### src/rtl/vga_fb_arbiter.sv
// vga_fb_arbiter: shares a single-port display RAM between scanner reads and
// CPU debug writes. CPU writes are queued in a small FIFO and drained into
// cycles the scanner leaves free. A starvation guard forces one write slot
// after a long run of scanner reads while writes are pending.
`timescale 1ns/1ps
module vga_fb_arbiter #(
   parameter int AW         = 11,
   parameter int DW         = 16,
   parameter int FIFO_DEPTH = 4,
   parameter int STARVE_MAX = 64
)(
   input  logic                        i_clk,
   input  logic                        i_rst,        // asynchronous, active low
   input  logic                        i_scan_req,
   input  logic [AW-1:0]               i_scan_addr,
   output logic [DW-1:0]               o_scan_data,
   output logic                        o_scan_valid,
   input  logic                        i_wr_req,
   input  logic [AW-1:0]               i_wr_addr,
   input  logic [DW-1:0]               i_wr_data,
   output logic                        o_wr_ack,
   output logic [$clog2(FIFO_DEPTH):0] o_fifo_count,
   output logic                        o_starved,
   output logic [AW-1:0]               o_ram_addr,
   output logic [DW-1:0]               o_ram_wdata,
   output logic                        o_ram_we,
   input  logic [DW-1:0]               i_ram_rdata
);

   localparam int PW = $clog2(FIFO_DEPTH);
   localparam int CW = PW + 1;
   localparam int SW = $clog2(STARVE_MAX + 1);

   typedef enum logic [1:0] {ST_IDLE, ST_READ, ST_WRITE, ST_FORCE} grant_t;

   grant_t          r_state;
   grant_t          w_grant;
   logic [CW-1:0]   r_count;
   logic [PW-1:0]   r_wptr;
   logic [PW-1:0]   r_rptr;
   logic [SW-1:0]   r_starve_cnt;
   logic            r_starved;
   logic [DW-1:0]   r_scan_data;
   logic [AW-1:0]   r_fifo_addr [FIFO_DEPTH];
   logic [DW-1:0]   r_fifo_data [FIFO_DEPTH];

   logic            w_empty;
   logic            w_full;
   logic            w_push;
   logic            w_pop;

   // Full/empty come from the start-of-cycle count, so a push never feeds a
   // same-cycle write grant and a full FIFO never passes data through.
   assign w_empty  = (r_count == '0);
   assign w_full   = (r_count == CW'(FIFO_DEPTH));
   assign w_push   = i_wr_req & ~w_full;
   assign o_wr_ack = w_push;

   // Grant selection and RAM port drive for this cycle.
   always_comb begin
      w_grant     = ST_IDLE;
      w_pop       = 1'b0;
      o_ram_we    = 1'b0;
      o_ram_addr  = i_scan_addr;
      o_ram_wdata = r_fifo_data[r_rptr];
      if (!w_empty && (r_starve_cnt == SW'(STARVE_MAX - 1)))
         w_grant = ST_FORCE;
      else if (i_scan_req)
         w_grant = ST_READ;
      else if (!w_empty)
         w_grant = ST_WRITE;
      if ((w_grant == ST_WRITE) || (w_grant == ST_FORCE)) begin
         w_pop      = 1'b1;
         o_ram_we   = i_rst;
         o_ram_addr = r_fifo_addr[r_rptr];
      end
   end

   // Grant state register; a READ grant last cycle means scan_data is fresh.
   always_ff @(posedge i_clk or negedge i_rst) begin
      if (!i_rst) r_state <= ST_IDLE;
      else        r_state <= w_grant;
   end

   // FIFO pointers/count, starvation counter and sticky starved flag.
   always_ff @(posedge i_clk or negedge i_rst) begin
      if (!i_rst) begin
         r_count      <= '0;
         r_wptr       <= '0;
         r_rptr       <= '0;
         r_starve_cnt <= '0;
         r_starved    <= 1'b0;
      end else begin
         r_count <= r_count + CW'(w_push) - CW'(w_pop);
         if (w_push) r_wptr <= r_wptr + 1'b1;
         if (w_pop)  r_rptr <= r_rptr + 1'b1;
         if (w_grant == ST_READ)
            r_starve_cnt <= w_empty ? '0 : r_starve_cnt + 1'b1;
         else
            r_starve_cnt <= '0;
         if (w_grant == ST_FORCE) r_starved <= 1'b1;
      end
   end

   // FIFO storage; stale entries are harmless since reset clears the pointers.
   always_ff @(posedge i_clk) begin
      if (w_push) begin
         r_fifo_addr[r_wptr] <= i_wr_addr;
         r_fifo_data[r_wptr] <= i_wr_data;
      end
   end

   // Capture RAM read data on a read grant; hold otherwise.
   always_ff @(posedge i_clk or negedge i_rst) begin
      if (!i_rst)                  r_scan_data <= '0;
      else if (w_grant == ST_READ) r_scan_data <= i_ram_rdata;
   end

   assign o_scan_data  = r_scan_data;
   assign o_scan_valid = (r_state == ST_READ);
   assign o_fifo_count = r_count;
   assign o_starved    = r_starved;

endmodule

### config.mk
export PLATFORM = sky130hd
export DESIGN_NAME = vga_fb_arbiter
export DESIGN_NICKNAME = d
export VERILOG_FILES = /design/src/rtl/vga_fb_arbiter.sv
export SDC_FILE = /design/constraint.sdc
export NUM_CORES = 1
export LEC_CHECK = 0
export BUFFER_PORTS_ARGS = -buffer_cell sky130_fd_sc_hd__buf_4
export CAP_MARGIN = 20
export CORE_MARGIN = 1
export CORE_UTILIZATION = 40
export CTS_BUF_LIST = sky130_fd_sc_hd__clkbuf_8 sky130_fd_sc_hd__clkbuf_16
export CTS_CLUSTER_SIZE = 8
export DETAILED_ROUTE_END_ITERATION = 7
export GPL_TIMING_DRIVEN = 0
export PLACE_DENSITY = 0.61
export SYNTH_ARGS = -nofsm -noshare
export SYNTH_HDL_FRONTEND = slang
export SYNTH_SLANG_ARGS = --single-unit
### constraint.sdc
create_clock -name i_clk -period 2.8 [get_ports i_clk]
set_input_delay 0.14 -clock i_clk [delete_from_list [all_inputs] [get_ports i_clk]]
set_output_delay 0.14 -clock i_clk [all_outputs]
set_load 0.005 [all_outputs]
==> results.json, run 1 <==
{
  "status": "complete, no violations",
  "finalMaxSlewViolations": 0,
  "avgSynthCellArea_sq_um": 20.9,
  "yosysUniqueCellTypes": 29,
  "grt-ovfl-total": 0,
  "syn_area_sq_mm": 0.00552,
  "firstDrtPassIters": 4,
  "ys_seq_area_share_pct": 73.7,
  "combPwrFrac_pct": 29.2,
  "synthTopCellsByCount": "108 x edfxtp_1, 33 x dfrtp_1, 27 x mux4_2",
  "p_int_mw": 4.95,
  "coreArea_sq_mm": 0.0133,
  "start_util_pct": 41.4,
  "max-slew-margin-rel_pct": 47.2,
  "antenna_found_initial": 0,
  "reg2reg_setup_slack_ns": 0.23,
  "period_needed_ns": 2.57,
  "vdd_drop_max_uv": 572,
  "worstMarginPinSlew_ns": 0.792,
  "r2r_end": "o_fifo_count[2]",
  "port_buffers": 107,
  "dp_worst_setup_slack_ns": 0.103,
  "regArea_sq_mm": 0.00407,
  "post_cts_buffers": 0,
  "hold_viol": 0,
  "met2_length_um": 5060,
  "min_to": "r_wptr[0]",
  "finalSetupViolations": 0,
  "syn_nets": 330,
  "synth_edf_count": 108,
  "r2r-start": "o_fifo_count[0]",
  "n_antenna_cell": 0,
  "synth_ff_type": "edfxtp_1",
  "grtUsageTotal_pct": 16.1,
  "finClkSkew_ns": 0.00635,
  "top_layer_used": "met4",
  "end_kind": "register",
  "synthTopCellsByArea": "edfxtp_1 59%, dfrtp_1 15%, mux4_2 11%",
  "yosys.area.top_type": "edfxtp_1",
  "synth.yosys.warnings": 0,
  "io_pins": 108,
  "hold_ws_ns": 0.191,
  "syn_inst": 264,
  "clockBufferDepth": 2,
  "grt_pass1_wl_um": 16700,
  "area_delta_synth_final_pct": 36.1,
  "drtIter0Drc": 86,
  "sw_frac_of_total_pct": 26.7,
  "clk_latency_ns": 0.41,
  "synthArstFlopShare_pct": 23.4,
  "die_h_um": 119,
  "wl_met3_um": 686,
  "cts.sinks": 141,
  "hold_path.startpoint": "i_wr_req",
  "via_per_inst": 4.76,
  "power_density_mw_per_mm2": 898,
  "grt_max_degree": 35,
  "dp_hpwl_um": 6310,
  "gp_congestion": 0.672,
  "hold_depth": 4,
  "arrival_ns": 2.90,
  "synth_top_area_share_pct": 58.7,
  "fp.dieArea_sq_mm": 0.0143,
  "critPathLaunch": "o_fifo_count[0]",
  "clk_pin_slew_ns": 0.06,
  "wire_per_inst_um": 16.8,
  "core.rowCount": 42,
  "rsz0062_at_grt": "no",
  "fmaxAchievable_ghz": 0.389,
  "cts_buffers": 17,
  "cts_htree_levels": 4,
  "rr_worst_depth": 10,
  "critPathRequiredTime_ns": 3.13,
  "power_mw": 6.75,
  "cts_tree": "done",
  "criticalPathCategory": "reg -> reg",
  "cts_root_buf": "clkbuf_16",
  "n_fill_cell": 1052,
  "routed_wl_um": 10500,
  "crit_fanout": 10,
  "finalCritPeriodShare_pct": 91.8,
  "maxCapViolCount": 0,
  "utilization_pct": 56.3,
  "num_vias": 2961,
  "multi_input_area_sq_mm": 0.00136,
  "ant_nets": 0,
  "switchingPower_mw": 1.80,
  "synth_most_common_cell": "edfxtp_1",
  "met1Wirelength_um": 4610,
  "grt_pass1_vias": 3140,
  "start_kind": "register",
  "p_clk_share_pct": 29.1,
  "p_seq_share_pct": 41.8,
  "hp-class": "in -> reg",
  "drive_gt1_share_pct": 46.0,
  "fin_setup_tns_ns": 0,
  "p_leak_nw": 2.93,
  "drc_errors": 0,
  "fin_nets": 501,
  "setup_slack_ns": 0.231,
  "fp.dieW_um": 119,
  "synth_seq_cells": 141
}
how the worst max path moves through the flow:
stage / slack [ns] / to
after floorplan: 0.40 / o_fifo_count[2]
after global placement: 0.002 / r_fifo_data[3][4]
after detailed placement: 0.10 / o_fifo_count[2]
after CTS: 0.08 / o_fifo_count[2]
after global routing: 0.05 / o_fifo_count[2]
final: 0.23 / o_fifo_count[2]
critical path, stage by stage, from the launching register on:
cell	delay, ns
dfrtp_1	0.41
or3_1	0.47
nand2_2	0.18
buf_6	0.20
inv_1	0.06
ha_1	0.27
inv_1	0.04
ha_1	0.18
fa_1	0.38
xnor2_1	0.19
xnor2_1	0.13
stage by stage:
| step | area [sq um] | std cells |
|---|---|---|
| floorplan | 5520 | 264 |
| global placement | 6550 | 547 |
| detailed placement | 6550 | 547 |
| CTS | 7510 | 622 |
| global route | 7520 | 622 |
| finish | 7520 | 622 |
layer usage:
metal / track usage [%] / vias to the layer above
li1: - / 1378
met1: 19.7 / 1480
met2: 26.0 / 90
met3: 6.75 / 13
met4: 4.92 / 0
met5: 0 / -
registers in the layout (all words and copies together) (netlist names):
register,flops
o_fifo_count,3
r_state,2
r_fifo_data,64
r_rptr,2
o_starved,1
o_scan_data,16
r_starve_cnt,7
r_wptr,2
r_fifo_addr,44
area by class of cell:
cell class,count,share of cell area (%)
plain buffers,8,0.816
clock buffers,17,5.66
clock inverters,13,1.17
inverters,10,0.499
multi-input cells,105,18.1
flip-flops and latches,141,54.1
well taps,176,2.93
repair buffers,152,16.7
repair_timing:
action,CTS,global route
endpoints found under the hold margin,158,0
endpoints found under the setup margin,0,1
hold buffers,45,0
resized for setup,0,1
cells by family after synthesis:
kind of cell	share of synthesized area (%)
adders and majority gates	1.95
buffers and inverters	1.79
muxes	17.2
xor gates and xnor gates	1.43
and+or+nand+nor	3.04
AOI/OAI and AO/OA	0.906
DFF	73.7
cells in the final DEF, fill, tap and decap left out, drive strengths merged, types with 2 or more instances in the layout:
cell and count:
and2 5, and3 4, buf 115, clkbuf 17, clkinv 7, clkinvlp 2, dfrtp 33, dlygate4sd3 45
edfxtp 108, ha 7, inv 13, mux2 27, mux4 27, nand2 4, nand3 4, nor2 6
nor3 2, o21ai 2, o31ai 2, or2 2, xnor2 8
power by group through the flow:
stage,combinational [mW],clock (mW),sequential [mW]
6_report,1.97,1.96,2.82
4_1_cts,2.03,2.01,2.82
2_1_floorplan,1.13,0,2.83
3_5_place_dp,1.97,0,2.86
5_1_grt,2.16,2.10,2.86
3_3_place_gp,1.95,0,2.85
(Power assumes the default switching activity.)
==> inputs of run 2 (changes only) <==
==> constraint.sdc (replaced) <==
create_clock -name i_clk -period 2.4 [get_ports i_clk]
set_input_delay 0.12 -clock i_clk [delete_from_list [all_inputs] [get_ports i_clk]]
set_output_delay 0.12 -clock i_clk [all_outputs]
set_load 0.005 [all_outputs]
==> run 2 against run 1 <==
  * Sequential power up 17%
  * Routed wire length is 0.43% higher
  * Via count increased by 0.30%
  * Worst hold slack worse by 0.023 ns
==> results.json, run 2 (synthesis gave the netlist of run 1 again) <==
{
  "setup_slack_ns": 0.0156,
  "finalSetupViolations": 0,
  "finalMaxSlewViolations": 0,
  "critPathRequiredTime_ns": 2.70,
  "cts_tree": "done",
  "rsz0062_at_grt": "yes",
  "p_leak_nw": 2.98,
  "gp_congestion": 0.691,
  "antenna_found_initial": 0,
  "power_density_mw_per_mm2": 1060,
  "num_vias": 2970,
  "port_buffers": 107,
  "hp-class": "in -> reg",
  "fp.dieW_um": 119,
  "grt_pass1_vias": 3207,
  "largest_register_ffs": 64,
  "status": "complete, no violations",
  "die_h_um": 119,
  "maxCapViolCount": 0,
  "criticalPathCategory": "reg -> reg",
  "wire_per_inst_um": 16.8,
  "coreArea_sq_mm": 0.0133,
  "via_per_inst": 4.75,
  "grtUsageTotal_pct": 16.3,
  "cts_htree_levels": 4,
  "max-slew-margin-rel_pct": 45.9,
  "core.rowCount": 42,
  "area_delta_synth_final_pct": 38.7,
  "drc_errors": 0,
  "grt_pass1_wl_um": 16800,
  "hold_viol": 0,
  "dp.cells": 547,
  "cts_root_buf": "clkbuf_16",
  "cts_buffers": 17,
  "clockBufferDepth": 2,
  "drive_gt1_share_pct": 47.4,
  "finalCritPeriodShare_pct": 99.3,
  "final_cells": 625,
  "largest_register": "r_fifo_data",
  "firstDrtPassIters": 4,
  "fp.dieArea_sq_mm": 0.0143,
  "dp_worst_setup_slack_ns": -0.245,
  "end_kind": "register",
  "grt-ovfl-total": 0,
  "fin_nets": 506,
  "period_needed_ns": 2.38,
  "crit_fanout": 10,
  "start_kind": "register",
  "fin_setup_tns_ns": 0,
  "clk_pin_slew_ns": 0.05,
  "cts.sinks": 141,
  "final_cell_mix": "113 x buf_4, 108 x edfxtp_1, 45 x dlygate4sd3_1",
  "worstMarginPinSlew_ns": 0.812,
  "clk_latency_ns": 0.42,
  "final_common_cell": "buf_4",
  "ant_nets": 0,
  "vdd_drop_max_uv": 632,
  "finClkSkew_ns": 0.00750,
  "start_util_pct": 41.4,
  "drtIter0Drc": 98,
  "routed_wl_um": 10500,
  "io_pins": 108,
  "grt_max_degree": 35,
  "fmaxAchievable_ghz": 0.419,
  "dp_hpwl_um": 6340,
  "arrival_ns": 2.68,
  "n_antenna_cell": 0
}
-- run 2: timing repair --
item | in CTS | in global routing
endpoints found under the hold margin | 160 | 0
setup buffers | 2 | 3
pin swaps | 4 | 4
setup endpoints to repair | 17 | 119
hold buffers | 45 | 0
gates resized for setup | 9 | 3
-- run 2: worst paths after layout --
| check | from | endpoint | slack [ns] | cells after the start |
|---|---|---|---|---|
| min in group asynchronous | i_rst | r_wptr[1] | 0.19 | 2 |
| worst max register to register | r_starve_cnt[0] | o_fifo_count[2] | 0.02 | 12 |
| worst max-delay path | r_starve_cnt[0] | o_fifo_count[2] | 0.02 | 12 |
| worst min-delay path | i_wr_req | r_wptr[0] | 0.17 | 4 |
| worst min register to register | o_starved | o_starved | 0.49 | 1 |
| max in group asynchronous | i_rst | r_starve_cnt[0] | 1.92 | 2 |
-- run 2: stage by stage --
stage	area, sq um	power [mW]	hold WS (ns)	utilization [%]
floorplan	5520	4.63	-0.176	-
global placement	6550	5.59	0.0944	49.1
detailed placement	6550	5.63	0.0923	49.1
CTS	7620	8.27	0.157	57.1
global route	7660	8.57	0.217	57.4
finish	7660	8.15	0.168	57.4
-- run 2: layout make-up --
class                           count  area, sq um
Fill cell                        1041         5690
Sequential cell                   141         4070
Multi-Input combinational cell    105         1410
Timing Repair Buffer              157         1290
Clock buffer                       17          425
Tap cell                          176          220
Clock inverter                     11          129
Buffer                              8         77.6
Inverter                           10         37.5
-- run 2: worst max-delay path, cell delays in order, from the launching register on --
cell	delay, ns
dfrtp_1	0.41
ha_4	0.16
nand3_2	0.09
o31ai_4	0.35
nand2_8	0.08
buf_12	0.16
inv_1	0.05
ha_1	0.11
inv_1	0.04
ha_1	0.18
fa_1	0.37
xnor2_1	0.14
xnor2_1	0.12
-- run 2: layer usage --
layer	share of wire [%]	GRT usage (%)	vias to the layer above
li1	-	-	1387
met1	43	19.6	1463
met2	49	26.4	102
met3	6.9	6.27	18
met4	1.6	6.41	0
met5	0	0	-
-- run 2: report_power, final --
part / leakage [nW] / switching [mW] / internal (mW)
registers: 1.39 / 0.144 / 3.15
logic: 1.32 / 1.06 / 1.29
clock network: 0.274 / 0.908 / 1.59
total: 2.98 / 2.12 / 6.03
==> inputs of run 3 (changes only) <==
--- a/config.mk
+++ b/config.mk
@@ -5,6 +5,7 @@
 export SDC_FILE = /design/constraint.sdc
 export NUM_CORES = 1
 export LEC_CHECK = 0
+export ABC_AREA = 1
 export BUFFER_PORTS_ARGS = -buffer_cell sky130_fd_sc_hd__buf_4
 export CAP_MARGIN = 20
 export CORE_MARGIN = 1
==> run 3 against run 2 <==
  * Global-route usage rose by 3.3 points
  * Highest routed layer unchanged
  * Sequential cell count unchanged
  * Core utilization fell by 0.78 points
  * Setup slack improved by 0.095 ns
  * Power grew 4.7%
  * Combinational power is 18% higher
  * Clock-buffer cell count did not move
  * Register-to-register slack improved by 0.095 ns
  * Design area is 2.6% higher
  * First-iteration DRC count up 120%
  * Maximum frequency grew 4.2%
  * Routed wire length rose by 27%
==> results.json, run 3 <==
{
  "start_kind": "register",
  "synthTopCellsByArea": "edfxtp_1 57%, dfrtp_1 14%, nand2_1 7.6%",
  "criticalPathCategory": "reg -> reg",
  "clk_latency_ns": 0.42,
  "critPathRequiredTime_ns": 2.73,
  "io_pins": 108,
  "ys_seq_area_share_pct": 71.2,
  "rsz0062_at_grt": "yes",
  "arrival_ns": 2.62,
  "yosysUniqueCellTypes": 24,
  "antenna_found_initial": 0,
  "drtIter0Drc": 215,
  "start_util_pct": 41.1,
  "clk_pin_slew_ns": 0.05,
  "vdd_drop_max_uv": 714,
  "synth_most_common_cell": "nand2_1",
  "end_kind": "register",
  "drc_errors": 0,
  "hp-class": "in -> async",
  "cts_htree_levels": 4,
  "area_delta_synth_final_pct": 37.5,
  "synthTopCellsByCount": "115 x nand2_1, 108 x edfxtp_1, 57 x nor2_1",
  "dp_hpwl_um": 8240,
  "grt-ovfl-total": 0,
  "cts_tree": "done",
  "synth_edf_count": 108,
  "finClkSkew_ns": 0.0125,
  "final_common_cell": "nand2_1",
  "p_leak_nw": 3.26,
  "grt_max_degree": 35,
  "cts_root_buf": "clkbuf_16",
  "wire_per_inst_um": 15.6,
  "gp_congestion": 0.756,
  "largest_register": "r_fifo_data",
  "syn_area_sq_mm": 0.00571,
  "die_h_um": 121,
  "status": "complete, no violations",
  "fp.dieW_um": 121,
  "fp.dieArea_sq_mm": 0.0148,
  "synth_top_area_share_pct": 56.8,
  "hold_ws_ns": 0.195,
  "synth_ff_type": "edfxtp_1",
  "hold_viol": 0,
  "grtUsageTotal_pct": 19.6,
  "power_density_mw_per_mm2": 1090,
  "maxCapViolCount": 0,
  "ant_nets": 0,
  "synth.yosys.warnings": 0,
  "crit_fanout": 10,
  "drive_gt1_share_pct": 24.7,
  "period_needed_ns": 2.29,
  "core.rowCount": 43,
  "coreArea_sq_mm": 0.0139,
  "routed_wl_um": 13300,
  "max-slew-margin-rel_pct": 38.1,
  "num_vias": 4187,
  "finalMaxSlewViolations": 0,
  "synth_seq_cells": 141,
  "worstMarginPinSlew_ns": 0.927,
  "cts_buffers": 17,
  "n_antenna_cell": 0,
  "finalCritPeriodShare_pct": 95.4,
  "largest_register_ffs": 64,
  "avgSynthCellArea_sq_um": 11.8,
  "cts.sinks": 141,
  "synthArstFlopShare_pct": 23.4,
  "dpl-instance-area_sq_mm": 0.00679,
  "fin_nets": 727,
  "grt_pass1_wl_um": 21100,
  "finalSetupViolations": 0,
  "port_buffers": 107,
  "final_cell_mix": "115 x nand2_1, 113 x buf_4, 108 x edfxtp_1",
  "syn_inst": 486,
  "yosys.area.top_type": "edfxtp_1",
  "final_cell_area_sq_mm": 0.00785,
  "firstDrtPassIters": 5,
  "clockBufferDepth": 2,
  "grt_pass1_vias": 4301,
  "via_per_inst": 4.91,
  "fmaxAchievable_ghz": 0.437,
  "syn_nets": 552
}
run 3: changes by cell type in the layout (fill, tap and decap cells not counted), moves of 6 or more:
cell      previous run  this run
inv_1               10        21
clkbuf_1             0         7
nand3_1              2        35
nor2_1               6        53
nand2_1              3       115
buf_2                3         9
xnor2_1              8         2
o21ai_0              2        55
mux4_2              27         0
o22ai_1              0        16
mux2_4              10         0
mux2_2              17         0
run 3: final cells by class:
cell class	count	area, sq um
inverters	20	75.1
fillers	1160	6030
plain buffers	23	129
clock buffers	17	425
well taps	180	225
repair buffers	157	1300
clock inverters	14	133
flip-flops and latches	141	4070
multi-input cells	301	1490
run 3: worst paths after layout:
check	start	endpoint	slack, ns	cells after the start
worst max register to register	o_fifo_count[2]	o_fifo_count[2]	0.11	11
min in group i_clk	i_wr_req	r_wptr[0]	0.31	3
worst min-delay path	i_rst	o_fifo_count[2]	0.19	2
worst min register to register	o_starved	o_starved	0.46	2
worst max-delay path	o_fifo_count[2]	o_fifo_count[2]	0.11	11
max in group asynchronous	i_rst	o_fifo_count[2]	1.89	2
run 3: through the flow:
| step | instances | setup TNS [ns] | setup WS [ns] | total power, mW | util (%) |
|---|---|---|---|---|---|
| after detailed placement | 774 | -0.234 | -0.234 | 6.06 | 48.9 |
| after global placement | 773 | -94.17 | -0.920 | 5.96 | 48.6 |
| final | 853 | 0 | 0.111 | 8.53 | 56.6 |
| after floorplan | 486 | 0 | 0.0285 | 4.76 | - |
| after global routing | 853 | -0.0505 | -0.0505 | 9.05 | 56.6 |
| after CTS | 853 | 0 | 0.0237 | 8.61 | 56.5 |
run 3: power by group:
group	total (mW)	internal (mW)	leakage, nW	switching, mW
Combinational	2.77	1.11	1.58	1.67
Sequential	3.30	3.15	1.40	0.152
Clock	2.45	1.50	0.275	0.950
run 3: logic make-up after synthesis:
kind of cell	share of synthesized area, %
flip-flops	71.2
AO/OA/AOI/OAI	6.70
AND/OR/NAND/NOR	15.6
adder cells (fa/ha/maj)	1.88
XOR/XNOR	1.07
buffers and inverters	3.53
run 3: what timing repair did:
| item | in CTS | in global routing |
|---|---|---|
| setup endpoints to repair | 1 | 3 |
| endpoints found under the hold margin | 158 | 0 |
| setup buffers | 4 | 0 |
| hold buffers | 45 | 0 |
| pin swaps | 1 | 0 |
| gates resized for setup | 4 | 5 |
run 3: metal layers:
metal	global-route usage [%]	part of all wire, %
met5	0	0
met4	7.48	1.3
met3	5.50	6.1
met2	32.5	49
met1	24.2	44
run 3: critical path, stage by stage, from the launching register on:
cell and delay, ns:
dfrtp_2 0.43, inv_1 0.10, nand3_4 0.14, nand2_8 0.12, buf_6 0.14, nand2_1 0.08
ha_1 0.27, inv_1 0.04, ha_1 0.18, fa_1 0.38, xnor2_1 0.17, xor2_1 0.15
